--- src/rtl/dmem_pkg.sv ---
// Shared types and lane constants for the data-memory arbiter and the lane encoder.
package dmem_pkg;

  typedef enum logic [1:0] {SZ_B, SZ_H, SZ_W, SZ_BAD} size_e;

  typedef enum logic {IDLE, RESP} state_e;

  localparam logic [3:0] LANE_B0 = 4'b0001;
  localparam logic [3:0] LANE_B1 = 4'b0010;
  localparam logic [3:0] LANE_B2 = 4'b0100;
  localparam logic [3:0] LANE_B3 = 4'b1000;
  localparam logic [3:0] LANE_H0 = 4'b0011;
  localparam logic [3:0] LANE_H1 = 4'b1100;
  localparam logic [3:0] LANE_W  = 4'b1111;

  // Bit of the read code that asks the memory to sign-extend the loaded value.
  localparam int unsigned RMEM_SIGNED = 4;

endpackage

--- src/rtl/dmem_arbiter_if.sv ---
// Requester-side bus of the data-memory arbiter: requests in, grants and responses out.
interface dmem_arbiter_if #(
  parameter int unsigned NREQ = 2
);
  logic [NREQ-1:0]    req;
  logic [NREQ-1:0]    req_we;
  logic [2*NREQ-1:0]  req_size;
  logic [NREQ-1:0]    req_uns;
  logic [32*NREQ-1:0] req_addr;
  logic [32*NREQ-1:0] req_wdata;
  logic [NREQ-1:0]    gnt;
  logic [NREQ-1:0]    rsp_valid;
  logic [NREQ-1:0]    rsp_ready;
  logic [31:0]        rsp_data;
  logic               rsp_err;

  modport master (
    output req, req_we, req_size, req_uns, req_addr, req_wdata, rsp_ready,
    input  gnt, rsp_valid, rsp_data, rsp_err
  );

  modport slave (
    input  req, req_we, req_size, req_uns, req_addr, req_wdata, rsp_ready,
    output gnt, rsp_valid, rsp_data, rsp_err
  );
endinterface

--- src/rtl/dmem_lane_enc.sv ---
// Combinational byte-address to word-memory translation: lane codes, word index, error flag.
module dmem_lane_enc
  import dmem_pkg::*;
#(
  parameter int unsigned ADDR_W = 12
) (
  input  size_e       size,
  input  logic        uns,
  input  logic        we,
  input  logic [31:0] addr,
  output logic [3:0]  wmem,
  output logic [4:0]  rmem,
  output logic        err,
  output logic [31:0] word_idx
);

  logic [1:0] o;
  logic [3:0] mask;
  logic       bad_align;
  logic       out_of_range;

  always_comb begin
    o         = addr[1:0];
    mask      = '0;
    bad_align = 1'b0;
    unique case (size)
      SZ_B: begin
        unique case (o)
          2'd0:    mask = LANE_B0;
          2'd1:    mask = LANE_B1;
          2'd2:    mask = LANE_B2;
          default: mask = LANE_B3;
        endcase
      end
      SZ_H: begin
        mask      = o[1] ? LANE_H1 : LANE_H0;
        bad_align = o[0];
      end
      SZ_W: begin
        mask      = LANE_W;
        bad_align = (o != 2'b00);
      end
      default: bad_align = 1'b1;
    endcase

    out_of_range = (addr >> (ADDR_W + 2)) != 32'd0;
    err          = bad_align | out_of_range;

    // Any error suppresses the memory access entirely.
    wmem = '0;
    rmem = '0;
    if (!err) begin
      if (we) begin
        wmem = mask;
      end else begin
        rmem[3:0]         = mask;
        rmem[RMEM_SIGNED] = ~uns & (size != SZ_W);
      end
    end

    word_idx = 32'(addr[ADDR_W+1:2]);
  end

endmodule

--- src/rtl/dmem_arbiter.sv ---
// Round-robin arbiter sharing the single-port data memory between CPU (0) and debug (1).
module dmem_arbiter
  import dmem_pkg::*;
#(
  parameter int unsigned ADDR_W = 12,
  parameter int unsigned NREQ   = 2
) (
  input  logic           clk,
  input  logic           rst_n,
  dmem_arbiter_if.slave  bus,
  output logic [3:0]     wmem,
  output logic [4:0]     rmem,
  output logic [31:0]    mem_addr,
  output logic [31:0]    store_data,
  input  logic [31:0]    load_data
);

  state_e          state_q, state_d;
  logic            ptr_q, ptr_d;
  logic            win_q, win_d;
  logic [NREQ-1:0] rsp_valid_q, rsp_valid_d;
  logic [31:0]     rsp_data_q, rsp_data_d;
  logic            rsp_err_q, rsp_err_d;

  logic            win;
  logic            grant;
  logic [NREQ-1:0] gnt_c;
  size_e           sel_size;
  logic            sel_we, sel_uns;
  logic [31:0]     sel_addr, sel_wdata;
  logic [3:0]      enc_wmem;
  logic [4:0]      enc_rmem;
  logic            enc_err;
  logic [31:0]     enc_idx;

  // Winner selection and request-field mux.
  always_comb begin
    win = ptr_q;
    if (!bus.req[ptr_q]) win = ~ptr_q;
    grant = (state_q == IDLE) && (|bus.req);
    if (win) begin
      sel_size  = size_e'(bus.req_size[3:2]);
      sel_we    = bus.req_we[1];
      sel_uns   = bus.req_uns[1];
      sel_addr  = bus.req_addr[63:32];
      sel_wdata = bus.req_wdata[63:32];
    end else begin
      sel_size  = size_e'(bus.req_size[1:0]);
      sel_we    = bus.req_we[0];
      sel_uns   = bus.req_uns[0];
      sel_addr  = bus.req_addr[31:0];
      sel_wdata = bus.req_wdata[31:0];
    end
  end

  dmem_lane_enc #(
    .ADDR_W (ADDR_W)
  ) u_lane_enc (
    .size     (sel_size),
    .uns      (sel_uns),
    .we       (sel_we),
    .addr     (sel_addr),
    .wmem     (enc_wmem),
    .rmem     (enc_rmem),
    .err      (enc_err),
    .word_idx (enc_idx)
  );

  // Memory side is only driven during the grant cycle.
  always_comb begin
    gnt_c      = '0;
    wmem       = '0;
    rmem       = '0;
    mem_addr   = '0;
    store_data = '0;
    if (grant) begin
      gnt_c[win] = 1'b1;
      wmem       = enc_wmem;
      rmem       = enc_rmem;
      mem_addr   = enc_idx;
      store_data = sel_wdata;
    end
  end

  always_comb begin
    state_d     = state_q;
    ptr_d       = ptr_q;
    win_d       = win_q;
    rsp_valid_d = rsp_valid_q;
    rsp_data_d  = rsp_data_q;
    rsp_err_d   = rsp_err_q;
    unique case (state_q)
      IDLE: begin
        if (grant) begin
          state_d     = RESP;
          win_d       = win;
          ptr_d       = ~win;
          rsp_valid_d = gnt_c;
          rsp_err_d   = enc_err;
          rsp_data_d  = (enc_err || sel_we) ? 32'd0 : load_data;
        end
      end
      default: begin
        if (bus.rsp_ready[win_q]) begin
          state_d     = IDLE;
          rsp_valid_d = '0;
          rsp_data_d  = '0;
          rsp_err_d   = 1'b0;
        end
      end
    endcase
  end

  always_ff @(posedge clk or negedge rst_n) begin
    if (!rst_n) begin
      state_q     <= IDLE;
      ptr_q       <= 1'b0;
      win_q       <= 1'b0;
      rsp_valid_q <= '0;
      rsp_data_q  <= '0;
      rsp_err_q   <= 1'b0;
    end else begin
      state_q     <= state_d;
      ptr_q       <= ptr_d;
      win_q       <= win_d;
      rsp_valid_q <= rsp_valid_d;
      rsp_data_q  <= rsp_data_d;
      rsp_err_q   <= rsp_err_d;
    end
  end

  assign bus.gnt       = gnt_c;
  assign bus.rsp_valid = rsp_valid_q;
  assign bus.rsp_data  = rsp_data_q;
  assign bus.rsp_err   = rsp_err_q;

endmodule

--- src/flat_wrapper.sv ---
// flat-port wrapper written by rule: the top's interface ports become plain ports
module dmem_arbiter_flat import dmem_pkg::*;
#(
  parameter int unsigned ADDR_W = 12,
  parameter int unsigned NREQ   = 2
)
  (clk, rst_n, wmem, rmem, mem_addr, store_data, load_data, bus_req, bus_req_we, bus_req_size, bus_req_uns, bus_req_addr, bus_req_wdata, bus_rsp_ready, bus_gnt, bus_rsp_valid, bus_rsp_data, bus_rsp_err);
  dmem_arbiter_if #(.NREQ(NREQ)) bus_i ();
  input  logic clk;
  input  logic rst_n;
  output logic [3:0] wmem;
  output logic [4:0] rmem;
  output logic [31:0] mem_addr;
  output logic [31:0] store_data;
  input  logic [31:0] load_data;
  input wire logic [$bits(bus_i.req)-1:0] bus_req;
  input wire logic [$bits(bus_i.req_we)-1:0] bus_req_we;
  input wire logic [$bits(bus_i.req_size)-1:0] bus_req_size;
  input wire logic [$bits(bus_i.req_uns)-1:0] bus_req_uns;
  input wire logic [$bits(bus_i.req_addr)-1:0] bus_req_addr;
  input wire logic [$bits(bus_i.req_wdata)-1:0] bus_req_wdata;
  input wire logic [$bits(bus_i.rsp_ready)-1:0] bus_rsp_ready;
  output wire logic [$bits(bus_i.gnt)-1:0] bus_gnt;
  output wire logic [$bits(bus_i.rsp_valid)-1:0] bus_rsp_valid;
  output wire logic [$bits(bus_i.rsp_data)-1:0] bus_rsp_data;
  output wire logic [$bits(bus_i.rsp_err)-1:0] bus_rsp_err;
  assign bus_i.req = bus_req;
  assign bus_i.req_we = bus_req_we;
  assign bus_i.req_size = bus_req_size;
  assign bus_i.req_uns = bus_req_uns;
  assign bus_i.req_addr = bus_req_addr;
  assign bus_i.req_wdata = bus_req_wdata;
  assign bus_i.rsp_ready = bus_rsp_ready;
  assign bus_gnt = bus_i.gnt;
  assign bus_rsp_valid = bus_i.rsp_valid;
  assign bus_rsp_data = bus_i.rsp_data;
  assign bus_rsp_err = bus_i.rsp_err;
  dmem_arbiter #(.ADDR_W(ADDR_W), .NREQ(NREQ)) u_core (.clk(clk), .rst_n(rst_n), .bus(bus_i), .wmem(wmem), .rmem(rmem), .mem_addr(mem_addr), .store_data(store_data), .load_data(load_data));
endmodule
--- config.mk ---
export PLATFORM = sky130hd
export DESIGN_NAME = dmem_arbiter_flat
export DESIGN_NICKNAME = d
export VERILOG_FILES = /design/src/rtl/dmem_pkg.sv /design/src/rtl/dmem_arbiter_if.sv /design/src/rtl/dmem_lane_enc.sv /design/src/rtl/dmem_arbiter.sv /design/src/flat_wrapper.sv
export SDC_FILE = /design/constraint.sdc
export NUM_CORES = 1
export LEC_CHECK = 0
export BUFFER_PORTS_ARGS = -buffer_cell sky130_fd_sc_hd__buf_4
export CORE_AREA = 4 4 108 110
export DETAILED_ROUTE_END_ITERATION = 6
export DIE_AREA = 0 0 112 114
export MAX_ROUTING_LAYER = met4
export SYNTH_ARGS = -nofsm -noshare
export SYNTH_HDL_FRONTEND = slang
export SYNTH_SLANG_ARGS = --single-unit
export TNS_END_PERCENT = 1
--- constraint.sdc ---
create_clock -name clk -period 3 [get_ports clk]
set_clock_uncertainty 0.2 [all_clocks]
set_input_delay 0.45 -clock clk [delete_from_list [all_inputs] [get_ports clk]]
set_output_delay 0.45 -clock clk [all_outputs]
set_load 0.01 [all_outputs]
==> flow_summary.yaml <==
critical_path:
  crit_required_ps: 2350
  worstSetupStartpointType: "flop"
  criticalPathCategory: "flop to output port"
  cp_max_fo: 9
  arrival_ps: 2250
  path_buf_inv: 2
  end_kind: "output port"
  path_cells: "inv_2 > mux2_2 > mux2_2 > a21o_2 > nor4_1 > buf_4"
  crit_top_cell: "mux2_2"
  rrSetupSlack_ps: 610
  crit_path_top_delay_cell: "mux2_2"
  cp_top_family: "multiplexers"
  slowest_delay_ps: 380
synthesis:
  async_flop_share_pct: 100
  synth_area_mm2: 0.00256
  ys_warn_count: 0
  synthDistinctLibCells: 30
  syn_inst: 322
  seq_area_frac_synth_pct: 37.1
  synth_seq_cells: 38
  synth_edf_count: 0
  avgSynthCellArea_um2: 7.95
  synth-main-ff-cell: "dfrtp_1"
detailed_routing:
  ant_nets: 0
  vias: 3280
  via_per_inst: 4.57
  drt-total-wl_um: 10800
  drc: 0
  drt_iter0_drc: 187
  route.detailed.wl_per_inst_um: 15.0
  drt_pre_antenna_iters: 4
place:
  dp_cells: 708
  dp.final_hpwl_um: 8700
  place_area_mm2: 0.00463
  place_congestion: 0.800
  io_buffers: 263
layout:
  utilization_pct: 44.8
  nets: 751
  diodes: 0
  final_cells: 718
  drive_above_1_share_pct: 51.4
  area_growth_pct: 87.4
  design_area_mm2: 0.00480
  n_fill_cell: 1053
  final_common_cell: "buf_4"
  final_cell_mix: "buf_4 (270), nand2_1 (91), a21oi_1 (50)"
timing:
  drv_slew: 0
  slew_headroom_pct: 63.3
  finalHoldViolCount: 0
  fin_crit_sh_pct: 96.6
  fmax_mhz: 345
  finalSetupViolCount: 0
  min_period_ps: 2900
  tightest_slew_ps: 536
min_path:
  hp-class: "primary input to flop"
global_route:
  grt_max_degree: 46
  grt_usage_pct: 16.0
  first_global_vias: 3313
  grt_overflow: 0
  antenna_found_initial: 0
  grt_pass1_wl_um: 16400
floorplan:
  start_util_pct: 23.9
  die_area_mm2: 0.0128
  die_x_um: 112
  core-area_mm2: 0.0107
  rows: 38
  die_y_um: 114
  ios: 284
clocking:
  numCtsBuffers: 5
  htreeDepth: 2
  cts_tree: "done"
  clk_pin_slew_ps: 70
  clock_path_buffers: 2
  clock-sinks: 38
  clk_latency_ps: 280
  cts_root_buffer: "clkbuf_8"
power:
  cellLeakagePower_nw: 2.54
  power_density_mw_per_mm2: 486
  vdd_drop_max_v: 0.000229
outcome:
  outcome: "finished clean"
flow_run:
  max_cap_viol_count: 0
[report_power, final]
part / leakage (nW) / switching [W] / internal [W]
clock network: 0.0524 / 0.000163 / 0.000249
registers: 0.520 / 0.0000262 / 0.000553
logic: 1.97 / 0.000742 / 0.000601
[registers in the layout, indices dropped and copies added, names as in the netlist]
register / flops
u_core.bus.rsp_data: 32
u_core.ptr_q: 1
u_core.win_q: 1
u_core.state_q: 1
u_core.bus.rsp_valid: 2
u_core.bus.rsp_err: 1
[layer usage]
metal	share of wire (%)	up-vias	GRT usage (%)	wire, um
li1	-	1606	-	-
met1	40	1496	20.3	4340
met2	51	165	26.8	5490
met3	7.6	13	2.49	817
met4	1.4	0	3.77	153
met5	0	-	-	0
[cells in the mapped netlist, types with 2 or more instances]
| library cell | count | area (um^2) |
|---|---|---|
| mux2i_1 | 2 | 20.0 |
| o21ai_0 | 2 | 10.0 |
| a21oi_1 | 50 | 250 |
| o22ai_1 | 4 | 25.0 |
| mux2_2 | 3 | 33.8 |
| buf_6 | 3 | 33.8 |
| a22o_1 | 32 | 280 |
| or4_1 | 5 | 37.5 |
| nor4_1 | 11 | 68.8 |
| nor3_1 | 6 | 30.0 |
| nor2b_1 | 2 | 12.5 |
| inv_1 | 4 | 15.0 |
| buf_4 | 20 | 150 |
| nor3b_1 | 4 | 30.0 |
| buf_1 | 2 | 7.51 |
| nand2_1 | 91 | 342 |
| a21o_1 | 6 | 45.0 |
| nor2_1 | 8 | 30.0 |
| dfrtp_1 | 38 | 951 |
| clkbuf_1 | 19 | 71.3 |
[final timing paths]
path	start	end	depth (start not counted)
max	u_core.ptr_q	rmem[0]	6
min	load_data[6]	u_core.bus.rsp_data[6]	2
max reg2reg	u_core.ptr_q	u_core.bus.rsp_data[26]	6
min reg2reg	u_core.bus.rsp_valid[1]	u_core.bus.rsp_valid[1]	1
max in group asynchronous	rst_n	u_core.state_q	2
min in group asynchronous	rst_n	u_core.bus.rsp_data[26]	2
[area by class of cell]
class / count / area, um^2 / area share, %
sequential: 38 / 951 / 19.8
clock inverter: 1 / 30.0 / 0.626
inverter: 4 / 15.0 / 0.313
tap: 140 / 175 / 3.65
timing repair buffer: 273 / 2080 / 43.3
clock buffer: 7 / 76.3 / 1.59
multi-input combinational: 255 / 1470 / 30.7
[metrics by stage]
stage	hold WS, ps	setup TNS, ps	worst slack (ps)	total power (W)
6_report	179	0	101	0.00233
5_1_grt	169	-29.0	-29.0	0.00250
4_1_cts	170	0	20.8	0.00234
3_5_place_dp	246	0	108	0.00192
3_3_place_gp	244	0	181	0.00191
2_1_floorplan	-45.6	0	239	0.00125
[repair_timing]
action	4_1_cts	5_1_grt
buffers inserted	0	1
endpoints found under the setup margin	0	9
hold buffers	1	0
gates resized for setup	0	9
hold endpoints to repair	38	0
[kinds of logic (layout without fill, tap and decap cells)]
kind of cell           Yosys count  after routing  share of synthesized area [%]
AND/OR/NAND/NOR                131            131                           23.1
AO/OA/AOI/OAI                   98             98                           25.8
buffers and inverters           48            285                           10.9
flip-flops                      38             38                           37.1
multiplexers                     6              6                           2.98
other                            1             20                          0.146
No activity file was read; power rests on OpenSTA's default activity.
